[src/rtl/toy_mmio_pkg.sv]
// rtl/toy_mmio_pkg.sv - register map, STATUS bit positions and default window for toy_mmio_responder
package toy_mmio_pkg;

    localparam logic [17:0] BASE_HI_DEFAULT = 18'h3FFFF;

    localparam logic [11:0] OFF_CYCLE  = 12'h000;
    localparam logic [11:0] OFF_TOHOST = 12'h004;
    localparam logic [11:0] OFF_STATUS = 12'h008;
    localparam logic [11:0] OFF_HALT   = 12'h00C;
    localparam logic [11:0] OFF_CMP    = 12'h010;

    localparam int STS_EMPTY_BIT = 16;
    localparam int STS_FULL_BIT  = 17;
    localparam int STS_OVF_BIT   = 18;
    localparam int STS_HALT_BIT  = 19;

    typedef struct packed {
        logic        hit;
        logic        rd;
        logic        wr;
        logic [11:0] off;
    } mmio_acc_t;

endpackage

[src/rtl/toy_mmio_responder_if.sv]
// rtl/toy_mmio_responder_if.sv - core data-port, console stream and halt signals of toy_mmio_responder
// TIMER_IRQ exists only when MMIO_TIMER_CMP_EN is defined.
interface toy_mmio_responder_if;
    logic        DREQ;
    logic        DRW;
    logic [29:0] DADDR;
    logic [31:0] DWDATA;
    logic [31:0] DRDATA;
    logic        SEL;
    logic        TX_VALID;
    logic [7:0]  TX_DATA;
    logic        TX_READY;
    logic        HALT;
    logic [31:0] EXIT_CODE;
`ifdef MMIO_TIMER_CMP_EN
    logic        TIMER_IRQ;

    modport master (output DREQ, DRW, DADDR, DWDATA, TX_READY,
                    input  DRDATA, SEL, TX_VALID, TX_DATA, HALT, EXIT_CODE, TIMER_IRQ);
    modport slave  (input  DREQ, DRW, DADDR, DWDATA, TX_READY,
                    output DRDATA, SEL, TX_VALID, TX_DATA, HALT, EXIT_CODE, TIMER_IRQ);
`else
    modport master (output DREQ, DRW, DADDR, DWDATA, TX_READY,
                    input  DRDATA, SEL, TX_VALID, TX_DATA, HALT, EXIT_CODE);
    modport slave  (input  DREQ, DRW, DADDR, DWDATA, TX_READY,
                    output DRDATA, SEL, TX_VALID, TX_DATA, HALT, EXIT_CODE);
`endif
endinterface

[src/rtl/toy_mmio_fifo.sv]
// rtl/toy_mmio_fifo.sv - synchronous show-ahead byte FIFO with push/pop/full/empty/count
module toy_mmio_fifo #(
    parameter int DEPTH = 8,
    parameter int AW    = 3
) (
    input  logic        clk,
    input  logic        rst_n,
    input  logic        push,
    input  logic [7:0]  din,
    input  logic        pop,
    output logic [7:0]  dout,
    output logic        full,
    output logic        empty,
    output logic [AW:0] count
);
    localparam logic [AW:0]   DEPTH_C = (AW+1)'(DEPTH);
    localparam logic [AW:0]   CNT_ONE = (AW+1)'(1);
    localparam logic [AW-1:0] PTR_ONE = AW'(1);

    logic [7:0]    mem_q [DEPTH];
    logic [7:0]    mem_d [DEPTH];
    logic [AW-1:0] wr_ptr_q, wr_ptr_d, rd_ptr_q, rd_ptr_d;
    logic [AW:0]   count_q, count_d;
    logic          do_push, do_pop;

    assign empty = (count_q == '0);
    assign full  = (count_q == DEPTH_C);
    assign count = count_q;
    assign dout  = empty ? 8'h00 : mem_q[rd_ptr_q];

    // A full FIFO still accepts a push when the head leaves in the same cycle.
    always_comb begin
        do_pop   = pop && !empty;
        do_push  = push && (!full || do_pop);
        mem_d    = mem_q;
        wr_ptr_d = wr_ptr_q;
        rd_ptr_d = rd_ptr_q;
        count_d  = count_q;
        if (do_push) begin
            mem_d[wr_ptr_q] = din;
            wr_ptr_d        = wr_ptr_q + PTR_ONE;
        end
        if (do_pop) begin
            rd_ptr_d = rd_ptr_q + PTR_ONE;
        end
        case ({do_push, do_pop})
            2'b10:   count_d = count_q + CNT_ONE;
            2'b01:   count_d = count_q - CNT_ONE;
            default: count_d = count_q;
        endcase
    end

    always_ff @(posedge clk or negedge rst_n) begin
        if (!rst_n) begin
            mem_q    <= '{default: '0};
            wr_ptr_q <= '0;
            rd_ptr_q <= '0;
            count_q  <= '0;
        end else begin
            mem_q    <= mem_d;
            wr_ptr_q <= wr_ptr_d;
            rd_ptr_q <= rd_ptr_d;
            count_q  <= count_d;
        end
    end

endmodule

[src/rtl/toy_mmio_responder.sv]
// rtl/toy_mmio_responder.sv - MMIO responder: cycle counter, console FIFO, halt/exit-code register
// Optional compare timer (CMP register, TIMER_IRQ) built when MMIO_TIMER_CMP_EN is defined.
module toy_mmio_responder
    import toy_mmio_pkg::*;
#(
    parameter logic [17:0] BASE_HI    = BASE_HI_DEFAULT,
    parameter int          FIFO_DEPTH = 8,
    parameter int          FIFO_AW    = 3
) (
    input logic                 CLK,
    input logic                 RSTN,
    toy_mmio_responder_if.slave bus
);
    mmio_acc_t          acc;
    logic               tohost_push, tx_pop;
    logic               fifo_full, fifo_empty;
    logic [7:0]         fifo_head;
    logic [FIFO_AW:0]   fifo_count;
    logic [31:0]        status;
    logic [31:0]        cycle_q, cycle_d, rdata_q, rdata_d, exit_q, exit_d;
    logic               sel_q, sel_d, ovf_q, ovf_d, halt_q, halt_d;
    logic               unused_addr_bits;
`ifdef MMIO_TIMER_CMP_EN
    logic [31:0]        cmp_q, cmp_d;
    logic               irq_q, irq_d;
`endif

    assign unused_addr_bits = ^bus.DADDR[1:0];

    always_comb begin
        acc.hit = bus.DREQ && (bus.DADDR[29:12] == BASE_HI);
        acc.rd  = acc.hit && !bus.DRW;
        acc.wr  = acc.hit && bus.DRW;
        acc.off = {bus.DADDR[11:2], 2'b00};
    end

    assign tohost_push = acc.wr && (acc.off == OFF_TOHOST);
    assign tx_pop      = !fifo_empty && bus.TX_READY;

    toy_mmio_fifo #(
        .DEPTH (FIFO_DEPTH),
        .AW    (FIFO_AW)
    ) u_fifo (
        .clk   (CLK),
        .rst_n (RSTN),
        .push  (tohost_push),
        .din   (bus.DWDATA[7:0]),
        .pop   (tx_pop),
        .dout  (fifo_head),
        .full  (fifo_full),
        .empty (fifo_empty),
        .count (fifo_count)
    );

    // STATUS is built from registered state, so it shows occupancy before this cycle's push/pop.
    always_comb begin
        status                = '0;
        status[FIFO_AW:0]     = fifo_count;
        status[STS_EMPTY_BIT] = fifo_empty;
        status[STS_FULL_BIT]  = fifo_full;
        status[STS_OVF_BIT]   = ovf_q;
        status[STS_HALT_BIT]  = halt_q;
    end

    always_comb begin
        cycle_d = cycle_q + 32'd1;
        sel_d   = acc.rd;
        rdata_d = rdata_q;
        if (acc.rd) begin
            case (acc.off)
                OFF_CYCLE:  rdata_d = cycle_q;
                OFF_STATUS: rdata_d = status;
                OFF_HALT:   rdata_d = exit_q;
`ifdef MMIO_TIMER_CMP_EN
                OFF_CMP:    rdata_d = cmp_q;
`endif
                default:    rdata_d = 32'h0;
            endcase
        end

        ovf_d = ovf_q;
        if (acc.wr && (acc.off == OFF_STATUS)) begin
            ovf_d = 1'b0;
        end else if (tohost_push && fifo_full && !tx_pop) begin
            ovf_d = 1'b1;
        end

        halt_d = halt_q;
        exit_d = exit_q;
        if (acc.wr && (acc.off == OFF_HALT) && !halt_q) begin
            halt_d = 1'b1;
            exit_d = bus.DWDATA;
        end
    end

    always_ff @(posedge CLK or negedge RSTN) begin
        if (!RSTN) begin
            cycle_q <= '0;
            rdata_q <= '0;
            sel_q   <= 1'b0;
            ovf_q   <= 1'b0;
            halt_q  <= 1'b0;
            exit_q  <= '0;
        end else begin
            cycle_q <= cycle_d;
            rdata_q <= rdata_d;
            sel_q   <= sel_d;
            ovf_q   <= ovf_d;
            halt_q  <= halt_d;
            exit_q  <= exit_d;
        end
    end

`ifdef MMIO_TIMER_CMP_EN
    // A CMP write wins over a match in the same cycle; the new value compares from the next cycle.
    always_comb begin
        cmp_d = cmp_q;
        irq_d = irq_q || (cycle_q == cmp_q);
        if (acc.wr && (acc.off == OFF_CMP)) begin
            cmp_d = bus.DWDATA;
            irq_d = 1'b0;
        end
    end

    always_ff @(posedge CLK or negedge RSTN) begin
        if (!RSTN) begin
            cmp_q <= 32'hFFFF_FFFF;
            irq_q <= 1'b0;
        end else begin
            cmp_q <= cmp_d;
            irq_q <= irq_d;
        end
    end

    assign bus.TIMER_IRQ = irq_q;
`endif

    assign bus.DRDATA    = rdata_q;
    assign bus.SEL       = sel_q;
    assign bus.TX_VALID  = !fifo_empty;
    assign bus.TX_DATA   = fifo_head;
    assign bus.HALT      = halt_q;
    assign bus.EXIT_CODE = exit_q;

endmodule

[src/flat_wrapper.sv]
// flat-port wrapper written by rule: the top's interface ports become plain ports
module toy_mmio_responder_flat import toy_mmio_pkg::*;
#(
    parameter logic [17:0] BASE_HI    = BASE_HI_DEFAULT,
    parameter int          FIFO_DEPTH = 8,
    parameter int          FIFO_AW    = 3
)
  (CLK, RSTN, bus_DREQ, bus_DRW, bus_DADDR, bus_DWDATA, bus_TX_READY, bus_DRDATA, bus_SEL, bus_TX_VALID, bus_TX_DATA, bus_HALT, bus_EXIT_CODE);
  toy_mmio_responder_if bus_i ();
  input logic CLK;
  input logic RSTN;
  input wire logic [$bits(bus_i.DREQ)-1:0] bus_DREQ;
  input wire logic [$bits(bus_i.DRW)-1:0] bus_DRW;
  input wire logic [$bits(bus_i.DADDR)-1:0] bus_DADDR;
  input wire logic [$bits(bus_i.DWDATA)-1:0] bus_DWDATA;
  input wire logic [$bits(bus_i.TX_READY)-1:0] bus_TX_READY;
  output wire logic [$bits(bus_i.DRDATA)-1:0] bus_DRDATA;
  output wire logic [$bits(bus_i.SEL)-1:0] bus_SEL;
  output wire logic [$bits(bus_i.TX_VALID)-1:0] bus_TX_VALID;
  output wire logic [$bits(bus_i.TX_DATA)-1:0] bus_TX_DATA;
  output wire logic [$bits(bus_i.HALT)-1:0] bus_HALT;
  output wire logic [$bits(bus_i.EXIT_CODE)-1:0] bus_EXIT_CODE;
  assign bus_i.DREQ = bus_DREQ;
  assign bus_i.DRW = bus_DRW;
  assign bus_i.DADDR = bus_DADDR;
  assign bus_i.DWDATA = bus_DWDATA;
  assign bus_i.TX_READY = bus_TX_READY;
  assign bus_DRDATA = bus_i.DRDATA;
  assign bus_SEL = bus_i.SEL;
  assign bus_TX_VALID = bus_i.TX_VALID;
  assign bus_TX_DATA = bus_i.TX_DATA;
  assign bus_HALT = bus_i.HALT;
  assign bus_EXIT_CODE = bus_i.EXIT_CODE;
  toy_mmio_responder #(.BASE_HI(BASE_HI), .FIFO_DEPTH(FIFO_DEPTH), .FIFO_AW(FIFO_AW)) u_core (.CLK(CLK), .RSTN(RSTN), .bus(bus_i));
endmodule
[config.mk]
export PLATFORM = sky130hd
export DESIGN_NAME = toy_mmio_responder_flat
export DESIGN_NICKNAME = d
export VERILOG_FILES = /design/src/rtl/toy_mmio_pkg.sv /design/src/rtl/toy_mmio_responder_if.sv /design/src/rtl/toy_mmio_fifo.sv /design/src/rtl/toy_mmio_responder.sv /design/src/flat_wrapper.sv
export SDC_FILE = /design/constraint.sdc
export NUM_CORES = 1
export LEC_CHECK = 0
export ABC_AREA = 1
export ABC_CLOCK_PERIOD_IN_PS = 2400
export BUFFER_PORTS_ARGS = -buffer_cell sky130_fd_sc_hd__clkbuf_2
export CAP_MARGIN = 20
export CORE_AREA = 2 2 150 152
export DETAILED_ROUTE_END_ITERATION = 6
export DIE_AREA = 0 0 152 154
export PLACE_DENSITY_LB_ADDON = 0.3
export REMOVE_ABC_BUFFERS = 1
export SLEW_MARGIN = 20
export SYNTH_ARGS = -nofsm -noshare
export SYNTH_HDL_FRONTEND = slang
export SYNTH_HIERARCHICAL = 1
export SYNTH_SLANG_ARGS = --single-unit
[constraint.sdc]
create_clock -name CLK -period 2.4 [get_ports CLK]
set_clock_uncertainty 0.1 [all_clocks]
set_input_delay 0.36 -clock CLK [delete_from_list [all_inputs] [get_ports CLK]]
set_output_delay 0.36 -clock CLK [all_outputs]
set_load 0.01 [all_outputs]
==> results.ini <==
[synth]
yosysWarnings=6
syn_inst=1059
ys_seq_area_share_pct=50.2
synth-seq-cells=173
synth_common_cells=nand2_1 (336), dfrtp_1 (173), nand3_1 (124), nor2_1 (105), o21ai_1 (64)
yosysTopAreaCell=dfrtp_1
netlist_area_um2=8630
async_reset_ff_share_pct=100
synth_edf_count=0
avgSynthCellArea_um2=8.15
yosysMostFrequentCell=nand2_1
ys.flop_type=dfrtp_1
synth_area_leaders=dfrtp_1 (50%), nand2_1 (15%), nand3_1 (7.2%)
yosysTopAreaCellShare_pct=50.2
ys_types=33

[finish]
drive_above_1_share_pct=20.8
layout.nets=1282
diodes=0
syn_to_final_growth_pct=19.0
utilization_pct=47.3
n_fill_cell=2189

[power]
p_sw_uw=2400
p_seq_share_pct=41.0
p_int_uw=5120
sw_frac_of_total_pct=31.9
powerDensity_nw_per_um2=733
max-vdd-ir-drop_mv=0.485
p_clk_share_pct=34.3
p_leak_uw=0.00528
p_comb_share_pct=24.7
fin_total_pwr_uw=7530

[route]
ant_nets=0
vias=7469
routed_wl_um=22400
drt_iter0_drc=433
firstDrtPassIters=5
drc=0
wire_per_inst_um=14.9
avgViaCountPerCell=4.97

[critical_path]
startpoint_type=flip-flop
crit_type=flip-flop to flip-flop
end_kind=flip-flop
r2r_setup_slack_ps=140
crit_fanout=3
rr_worst_depth=15
r2r_end=u_core/u_fifo/count[2]
required_ps=2650
worst_ep_arrival_time_ps=2510
reg2reg_from=u_core/u_fifo/count[1]

[outcome]
status=finished clean

[timing]
finalSetupViolations=0
slew_violations=0
grt_setup_unrepaired=yes
post-route-period-util_pct=94.2
worst_pin_slew_ps=725
finalHoldViolations=0
timing.fmax_mhz=442
holdWs_ps=53.8
relSlewSlack_pct=51.7
finalCriticalPeriod_ps=2260

[cts]
clock_latency_ps=430
path_clk_slew_ps=70
cts_buffer_depth=2
clock_sinks=173
ctsHtreeMaxLevel=4
cts-buffers-inserted=17
cts_root_buf=clkbuf_16
tritoncts=done

[hold_path]
hold_start=bus_DWDATA[15]
min_to=u_core/bus.EXIT_CODE[15]
hold_class=input port to flip-flop
min_path_cells=3

[placement]
dpl.hpwl_um=15800
place.gp.congestion=0.921
port_buffers=139

[floorplanning]
die_w_um=152
start_util_pct=39.8
io_pins=142
die_y_um=154
fp.dieArea_um2=23400
num_rows=54
core_area_um2=21700

[global_routing]
track_usage_pct=20.1
grt_overflow_total=0
grt_pass1_vias=7376
grt_pass1_wl_um=38300
antenna_found_initial=0
grt_max_degree=67

[flow_run]
maxCapViolations=0

## power groups by stage
stage               sequential [µW]  combinational (µW)  clock [µW]
detailed placement             3140                1830           0
CTS                            3080                1840        2640
finish                         3090                1860        2580
global placement               3130                1820           0
floorplan                      3190                 975           0
global route                   3090                2110        2800
## layer usage
metal / global-route usage, % / share of wire, % / vias up
li1: - / - / 3747
met1: 26.0 / 45 / 3539
met2: 34.5 / 49 / 164
met3: 4.40 / 4.4 / 19
met4: 4.72 / 1.1 / 0
met5: 0 / 0 / -
## worst max-delay path, cell delays in order (launching register included)
cell     delay, ps
dfrtp_1        390
inv_2           80
nand4_2        120
inv_2          100
nor2_2          50
buf_4          140
nand2_1         80
inv_1           70
ha_1           200
nand2_1         70
inv_1           50
nor2_2         120
ha_1           150
a21oi_1         50
or2_2          300
a31oi_1        130
## metrics by stage
| step | cell area [µm²] | cells | setup TNS, ps | worst slack, ps |
|---|---|---|---|---|
| 5_1_grt | 10300 | 1502 | -39.6 | -39.6 |
| 4_1_cts | 10200 | 1501 | 0 | 70.4 |
| 3_3_place_gp | 9680 | 1468 | 0 | 21.9 |
| 6_report | 10300 | 1502 | 0 | 138 |
| 2_1_floorplan | 8320 | 1012 | -55950 | -1580 |
| 3_5_place_dp | 9680 | 1468 | -62.5 | -62.5 |
## area by class of cell
| type | instances | area [µm²] | area share (%) |
|---|---|---|---|
| clock buffer | 21 | 470 | 4.58 |
| clock inverter | 11 | 83.8 | 0.817 |
| inverter | 58 | 218 | 2.12 |
| multi-input combinational | 781 | 3790 | 36.9 |
| sequential | 173 | 4330 | 42.2 |
| tap | 280 | 350 | 3.41 |
| timing repair buffer | 178 | 1020 | 9.96 |
## registers in the layout, indices dropped and copies added (netlist names)
name / cells
u_core/ovf_q: 1
u_core/u_fifo/count: 4
u_core/u_fifo/mem_q: 64
u_core/cycle_q: 32
u_core/u_fifo/wr_ptr_q: 3
u_core/u_fifo/rd_ptr_q: 3
u_core/bus.DRDATA: 32
u_core/bus.HALT: 1
u_core/bus.EXIT_CODE: 32
u_core/bus.SEL: 1
## cells in the final DEF (no fill, tap or decap), types with 4 or more instances in the layout
| cell | instances |
|---|---|
| buf_4 | 36 |
| clkbuf_16 | 17 |
| clkbuf_2 | 138 |
| clkinv_4 | 4 |
| dfrtp_1 | 172 |
| ha_1 | 6 |
| inv_1 | 50 |
| inv_2 | 8 |
| nand2_1 | 336 |
| nand3_1 | 124 |
| nand3_4 | 8 |
| nand4_1 | 9 |
| nor2_1 | 100 |
| nor2_2 | 12 |
| nor2_4 | 5 |
| nor3_1 | 11 |
| o211ai_1 | 9 |
| o21ai_0 | 37 |
| o21ai_1 | 64 |
| o22ai_1 | 8 |
| xnor2_1 | 14 |
| xor2_1 | 19 |
## how the worst max path moves through the flow
stage / end / from / cells past startpoint / slack, ps
finish: u_core/u_fifo/count[2] / u_core/u_fifo/count[1] / 15 / 140
global route: u_core/u_fifo/count[2] / u_core/u_fifo/count[1] / 15 / -40
CTS: bus_TX_DATA[1] / u_core/u_fifo/rd_ptr_q[1] / 6 / 70
detailed placement: u_core/u_fifo/count[2] / bus_DADDR[17] / 16 / -60
global placement: u_core/u_fifo/count[2] / bus_DADDR[17] / 16 / 20
floorplan: u_core/u_fifo/count[2] / bus_DADDR[17] / 15 / -1580
## repair_timing
| item | CTS | global route |
|---|---|---|
| setup endpoints to repair | 0 | 7 |
| hold buffers | 1 | 0 |
| setup buffers | 0 | 1 |
| endpoints found under the hold margin | 46 | 0 |
| resized for setup | 0 | 8 |
## cells by family after synthesis
group	share of synthesized area [%]
and+or+nand+nor	32.0
DFF	50.2
AOI/OAI and AO/OA	7.47
buffers and inverters	6.09
xor gates and xnor gates	3.35
adders and majority gates	0.870
Power figures use the tool's default switching activity.
